--- src/rtl/icache.sv ---
// Direct-mapped, single-word-per-frame instruction cache in front of one bus controller lane.
// Hits are combinational; a miss issues one bus read and fills the frame when the lane is granted.
module icache #(
    parameter int unsigned SETS  = 16,
    parameter int unsigned IDX_W = $clog2(SETS)
) (
    input  logic        CLK,
    input  logic        RST,
    input  logic        imemREN,
    input  logic [31:0] imemaddr,
    output logic        ihit,
    output logic [31:0] imemload,
    input  logic        iinv,
    output logic        iREN,
    output logic [31:0] iaddr,
    input  logic [31:0] iload,
    input  logic        iwait
);

    localparam int unsigned TAG_W = 30 - IDX_W;

    typedef enum logic {
        IDLE,
        FETCH
    } state_t;

    state_t state;
    state_t state_next;

    logic [SETS-1:0]  valid;
    logic [TAG_W-1:0] tag_mem  [SETS];
    logic [31:0]      data_mem [SETS];

    logic [IDX_W-1:0] idx;
    logic [TAG_W-1:0] tag;
    logic             lookup_hit;
    logic             miss_start;
    logic             fill;

    // Word address of the outstanding miss; the fill targets this even if the core withdraws.
    logic [29:0]      held_addr;
    logic [IDX_W-1:0] held_idx;
    logic [TAG_W-1:0] held_tag;

    logic unused_byte_offset;

    assign unused_byte_offset = ^imemaddr[1:0];

    assign idx        = imemaddr[IDX_W+1:2];
    assign tag        = imemaddr[31:IDX_W+2];
    assign lookup_hit = valid[idx] && (tag_mem[idx] == tag);

    assign held_idx   = held_addr[IDX_W-1:0];
    assign held_tag   = held_addr[29:IDX_W];

    assign miss_start = (state == IDLE) && imemREN && !lookup_hit;
    assign fill       = (state == FETCH) && !iwait;

    always_ff @(posedge CLK or posedge RST) begin
        if (RST) begin
            state     <= IDLE;
            held_addr <= '0;
        end else begin
            state <= state_next;
            if (miss_start) begin
                held_addr <= imemaddr[31:2];
            end
        end
    end

    // Invalidate takes priority over a simultaneous fill's valid bit.
    always_ff @(posedge CLK or posedge RST) begin
        if (RST) begin
            valid <= '0;
        end else if (iinv) begin
            valid <= '0;
        end else if (fill) begin
            valid[held_idx] <= 1'b1;
        end
    end

    always_ff @(posedge CLK) begin
        if (fill) begin
            tag_mem[held_idx]  <= held_tag;
            data_mem[held_idx] <= iload;
        end
    end

    always_comb begin
        state_next = state;
        ihit       = 1'b0;
        imemload   = '0;
        iREN       = 1'b0;
        iaddr      = '0;
        unique case (state)
            IDLE: begin
                if (imemREN) begin
                    if (lookup_hit) begin
                        ihit     = 1'b1;
                        imemload = data_mem[idx];
                    end else begin
                        state_next = FETCH;
                    end
                end
            end
            FETCH: begin
                iREN  = 1'b1;
                iaddr = {held_addr, 2'b00};
                if (!iwait) begin
                    state_next = IDLE;
                end
            end
            default: state_next = IDLE;
        endcase
    end

endmodule

--- config.mk ---
export PLATFORM = sky130hd
export DESIGN_NAME = icache
export DESIGN_NICKNAME = d
export VERILOG_FILES = /design/src/rtl/icache.sv
export SDC_FILE = /design/constraint.sdc
export NUM_CORES = 1
export LEC_CHECK = 0
export ABC_AREA = 0
export BUFFER_PORTS_ARGS = -buffer_cell sky130_fd_sc_hd__buf_2
export CORE_ASPECT_RATIO = 1.4
export CORE_MARGIN = 4
export CORE_UTILIZATION = 55
export CTS_BUF_LIST = sky130_fd_sc_hd__clkbuf_2 sky130_fd_sc_hd__clkbuf_4 sky130_fd_sc_hd__clkbuf_8
export CTS_CLUSTER_SIZE = 25
export DETAILED_ROUTE_END_ITERATION = 16
export HOLD_SLACK_MARGIN = 0.06
export PLACE_DENSITY = 0.71
export SLEW_MARGIN = 10
export SYNTH_ARGS = -nofsm -noshare
export SYNTH_HDL_FRONTEND = slang
export SYNTH_SLANG_ARGS = --single-unit
--- constraint.sdc ---
create_clock -name CLK -period 8.2 [get_ports CLK]
set_input_delay 0 -clock CLK [delete_from_list [all_inputs] [get_ports CLK]]
set_output_delay 0 -clock CLK [all_outputs]
set_load 0.05 [all_outputs]
Word level (Yosys, flattened, before mapping)
Memory sizes are Yosys's and may differ from the RTL's.
Cells that the tools add are included.
{"block": "totals", "elab_cells": 39, "mem_count": 2, "in_bits": 69, "reg_bits": 47, "output_inout_bits": 66, "mem_bits_rw": 928}
{"name": "data_mem", "words": 16, "width": 32, "rd": 1, "rd_ports_with_merged_regs": 0, "write_ports": 1, "line_no": "32", "rtl": "logic [31:0] data_mem [SETS];"}
{"name": "tag_mem", "words": 16, "width": 26, "rd": 1, "rd_ports_with_merged_regs": 0, "write_ports": 1, "line_no": "31", "rtl": "logic [TAG_W-1:0] tag_mem [SETS];"}
{"block": "op_classes", "mux": 20, "n_eq_ne": 1, "n_reduce_logical": 8, "magnitude_cmp": 3, "n_bitwise": 2}
{"cell": "two-way mux 32 bit", "n": 4}
{"cell": "two-way mux 16 bit", "n": 2}
{"cell": "equality test 26 bit", "n": 1}
{"cell": "OR 16 bit", "n": 1}
{"cell": "two-way mux 1 bit", "n": 11}
{"cell": "less-than comparator 4 x 5 -> 1 bit (second input constant)", "n": 2}
{"cell": "logical AND 1 bit", "n": 5}
{"cell": "binary-select mux 1 bit (select 4 bit)", "n": 1}
{"cell": "demux 1 bit (select 4 bit)", "n": 1}
{"cell": "greater-or-equal comparator 4 x 1 -> 1 bit (second input constant)", "n": 1}
{"cell": "logical NOT 1 bit", "n": 2}
{"cell": "one-hot mux 1 bit (2 select lines)", "n": 1}
{"cell": "nonzero test 2 bit", "n": 1}
{"cell": "NOT 1 bit", "n": 1}

Longest topological paths before layout
{"block": "depth", "word_depth": 7, "mapped_depth": 14, "mapped_depth_nobuf": 8}

Worst setup path after synthesis
No wires, ideal clock.
{"block": "synth_path", "path_type": "register -> register", "startpoint": "reg state", "endpoint": "mem data_mem[2][0], enable pin", "setup_slack_ps": 2222, "path_stages_with_launch": 4, "arrival_ps": 5431, "setup_ps": 547, "required_ps": 7653, "synth_period_minus_slack_ps": 5978, "path_buffers": 0, "cell_sequence": "dfrtp_1 and2_1 nand2_1 nor3_1"}
{"block": "synth_between", "elab_chain_len": 3}
{"item": "start, declared", "line_no": "27", "rtl": "state_t state;"}
{"item": "start signal, assigned", "line_no": "64", "rtl": "state <= state_next;"}
{"item": "logical AND 1 bit", "line_no": "57", "rtl": "assign fill = (state == FETCH) && !iwait;"}
{"item": "two-way mux 1 bit", "line_no": "83", "rtl": "if (fill) begin"}
{"item": "two-way mux 1 bit (implied by the code)", "line_no": "85", "rtl": "data_mem[held_idx] <= iload;"}
{"item": "end, declared", "line_no": "32"}
No other way between the ends.

Final worst setup path
{"block": "layout_path", "startpoint": "in imemaddr[2]", "endpoint": "out imemload[28]"}
{"block": "layout_between", "elab_chain_len": 6, "elab_cells_between_ends": 9, "cone_classes": "eq/ne (1); mux (5); reduce/logical (1); memory (2)"}
{"item": "start, declared", "line_no": "10", "rtl": "input logic [31:0] imemaddr,"}
{"item": "memory read (16 x 26 bit) / binary-select mux 1 bit (select 4 bit) (equally long branches)"}
{"item": "equality test 26 bit / two-way mux 1 bit (equally long branches)", "line_no": "51", "rtl": "assign lookup_hit = valid[idx] && (tag_mem[idx] == tag);"}
{"item": "logical AND 1 bit", "line_no": "51"}
{"item": "two-way mux 32 bit (*)", "line_no": "98", "rtl": "if (lookup_hit) begin"}
{"item": "two-way mux 32 bit (*)", "line_no": "97", "rtl": "if (imemREN) begin"}
{"item": "two-way mux 32 bit (*)", "line_no": "95", "rtl": "unique case (state)"}
{"item": "end, declared", "line_no": "12", "rtl": "output logic [31:0] imemload,"}
Every way passes the cells marked *; elsewhere a longest branch is shown, timed or not. The select of a mux whose other input is x is not followed.

==> impl_metrics.csv <==
group,metric,value,unit
outcome,status,"finished clean",
synthesis,syn_area_per_cell,22.3,µm²
power_and_ir_drop,p_leak,14.5,nW
clock_network,clk_pin_slew,0.06,ns
routing,antenna_left,0,
timing,period_share,0.620,
synthesis,yosysSeqAreaShare,0.762,
timing,finalWorstPathRequiredPeriod,5.08,ns
clock_network,cts_buffer_depth,3,
timing,slew_violations,0,
synthesis,ys.flop_type,"edfxtp_1",
die,fp.dieW,231,µm
die,ios,135,
job,max_cap_viol_count,0,
timing,slew-limit-headroom,0.216,
timing,setup_tns,0,ns
placement,dp_cells,2719,
critical_path,r2r-end,"held_addr[12]",
cells_and_area,drive_gt1_frac,0.324,
synthesis,yosys_warnings,0,
placement,place.port_buffers,130,
global_route,grt_antenna_before_repair,5,
timing,finalHoldViolCount,0,
die,die_h,320,µm
timing,finalSetupViolations,0,
timing,worst_slack,3.12,ns
cells_and_area,fin_nets,2100,
routing,drc_errors,0,
cells_and_area,layout_common_cells,"edfxtp_1, mux4_2, clkbuf_8, buf_2, dlygate4sd3_1",
cells_and_area,final_common_cell,"edfxtp_1",
synthesis,syn_area,38100,µm²
cells_and_area,fin_cells,3066,
die,die-area,73700,µm²
synthesis,synth-async-reset-ratio,0.0482,
synthesis,synth_top_family_by_area,"multiplexers",
global_route,overflow,0,
critical_path,r2r_slack,4.33,ns
critical_path,crit_required,8.20,ns
die,initial_core_util,0.554,
routing,first_pass_iters,6,
synthesis,netlist_instances,1708,
synthesis,synth_fa_ha_area_frac,0,
synthesis,yosys.area_share.simple,0.0285,
placement,postPlaceCellArea,39900,µm²
placement,post-place-ws,3.41,ns
clock_network,clkSinkCount,975,
power_and_ir_drop,p_switching,0.00242,W
global_route,grt_usage,0.243,
synthesis,synth-compound-area-share,0.0130,
clock_network,h-tree-depth,4,
power_and_ir_drop,p_int,0.00812,W
power_and_ir_drop,comb_power_share,0.079,
die,core_area,68900,µm²
critical_path,crit_type,"primary input to primary output",
synthesis,synth_cell_types,54,
synthesis,yosys.area.top_type,"edfxtp_1",
power_and_ir_drop,switching_share,0.230,
critical_path,arrival,5.08,ns
clock_network,cts_tree,"built",
power_and_ir_drop,p_clk_frac,0.362,
cells_and_area,fin_util,0.634,
hold_path,min_from,"iload[25]",
clock_network,cts_resized,0,
timing,worstMarginPinSlew,1.17,ns
power_and_ir_drop,ir_drop,0.142,mV
critical_path,r2r-start,"tag_mem[3][20]",
power_and_ir_drop,share_seq_of_total_power,0.559,
synthesis,synth.ff_latch_count,975,
synthesis,synth_edf_count,928,
synthesis,synth_top_area_share,0.731,
routing,drt_iter0_drc,1760,
routing,avgViaCountPerCell,6.06,
clock_network,cts_root_buffer,"clkbuf_8",
synthesis,synth-xor-area-share,0.00482,
placement,gp_congestion,0.761,
clock_network,insertion_delay,0.78,ns
routing,drt_wl_total,87400,µm
critical_path,cp-start-kind,"primary input",
timing,rsz0062_at_grt,"false",
routing,wl_per_cell,28.5,µm
hold_path,whs_endpoint,"data_mem[6][25]",
hold_path,hp-class,"primary input to flip-flop",
cells_and_area,fin_area,43700,µm²
timing,fin_worst_skew,0.0326,ns
critical_path,cp-end-kind,"primary output",
global_route,grt_pass1_wl,130000,µm
global_route,grt_max_degree,95,
critical_path,critPathMaxFanout,69,
die,rows,114,
synthesis,synth_area_leaders,"edfxtp_1, mux4_2, dfrtp_1",
cells_and_area,area.growth.synth_to_final,14.5,%
synthesis,synthMuxAreaShare,0.178,
hold_path,hold_depth,2,
clock_network,cts_inserted_buffers,142,
placement,dp_hpwl,44700,µm
timing,max_freq,0.197,GHz
power_and_ir_drop,powerDensity,241,nW/µm²
global_route,grt_pass1_vias,19700,
critical_path,r2r_cells,9,
routing,via_count,18600,
sequential cells by signal, indices dropped and copies added, names as in the netlist:
name / count
data_mem: 512
tag_mem: 416
held_addr: 30
valid: 16
state: 1
worst max-delay path: stages:
cell and delay [ns]:
dlygate4sd3_1 0.56, buf_8 0.63, buf_4 0.77, nor2b_1 0.27, buf_4 0.27, a22oi_1 0.14, a211o_1 0.29, nand3_1 0.19
nand4_1 0.18, nor4_2 0.69, nand3b_1 0.14, buf_4 0.33, nor2b_1 0.25, buf_2 0.30
routing by layer:
layer	share of wire	global-route usage	up-vias	wire [µm]
li1	-	-	7773	-
met1	0.39	0.331	9854	34200
met2	0.51	0.400	797	44300
met3	0.070	0.0506	165	6120
met4	0.031	0.0819	2	2710
met5	0.00015	0	-	13
cell families after synthesis:
logic type      Yosys count
mux                     347
buf+inv                  98
simple gates            201
other cells               1
xor+xnor                 21
flops                   975
compound gates           65
how the worst max path moves through the flow:
stage                                 to  cells after the start  slack [ns]        start
after floorplan           data_mem[2][0]                      3        2.22        state
after global placement      held_addr[1]                     11        3.46  imemaddr[4]
after detailed placement   held_addr[27]                     11        3.41  imemaddr[3]
after CTS                   imemload[28]                     14        3.01  imemaddr[2]
after global routing        imemload[28]                     14        2.74  imemaddr[2]
final                       imemload[28]                     14        3.12  imemaddr[2]
synthesized netlist by cell type (all sizes together) (2+ instances only):
cell,number
a2111oi,2
a211o,5
a21o,3
a21oi,9
a221oi,5
a22o,3
a22oi,18
a31o,2
and2,33
and3,10
buf,67
clkbuf,23
dfrtp,47
edfxtp,928
inv,8
mux2,34
mux2i,63
mux4,250
nand2,23
nand2b,10
nand3,4
nand3b,3
nand4,6
nor2,52
nor2b,46
nor3,6
nor4,6
o211ai,3
o21ai,6
xnor2,14
xor2,7
per-stage QoR:
stage	power [W]	hold WS (ns)
floorplan	0.00647	0.0989
global placement	0.00675	0.251
detailed placement	0.00679	0.256
CTS	0.0106	0.0607
global route	0.0109	0.0909
finish	0.0105	0.139
cell type report:
cell class                 count  area, µm²
antenna                        3       7.51
clock buffer                 200       2460
clock inverter                48        319
fill                        4605      25200
inverter                       8       30.0
multi-input combinational    636       8680
sequential                   975      29000
tap                          928       1160
timing repair buffer         268       1950
power groups by stage:
| stage | Sequential (W) | Combinational, W | Clock, W |
|---|---|---|---|
| floorplan | 0.00593 | 0.000538 | 0 |
| global placement | 0.00597 | 0.000776 | 0 |
| detailed placement | 0.00600 | 0.000791 | 0 |
| CTS | 0.00589 | 0.000840 | 0.00389 |
| global route | 0.00591 | 0.000880 | 0.00412 |
| finish | 0.00589 | 0.000831 | 0.00381 |
repair_timing:
| action | in CTS | in global routing |
|---|---|---|
| hold endpoints to repair | 615 | 0 |
| hold buffers | 96 | 0 |
| setup buffers | 0 | 0 |
No activity file was read; power rests on OpenSTA's default activity.
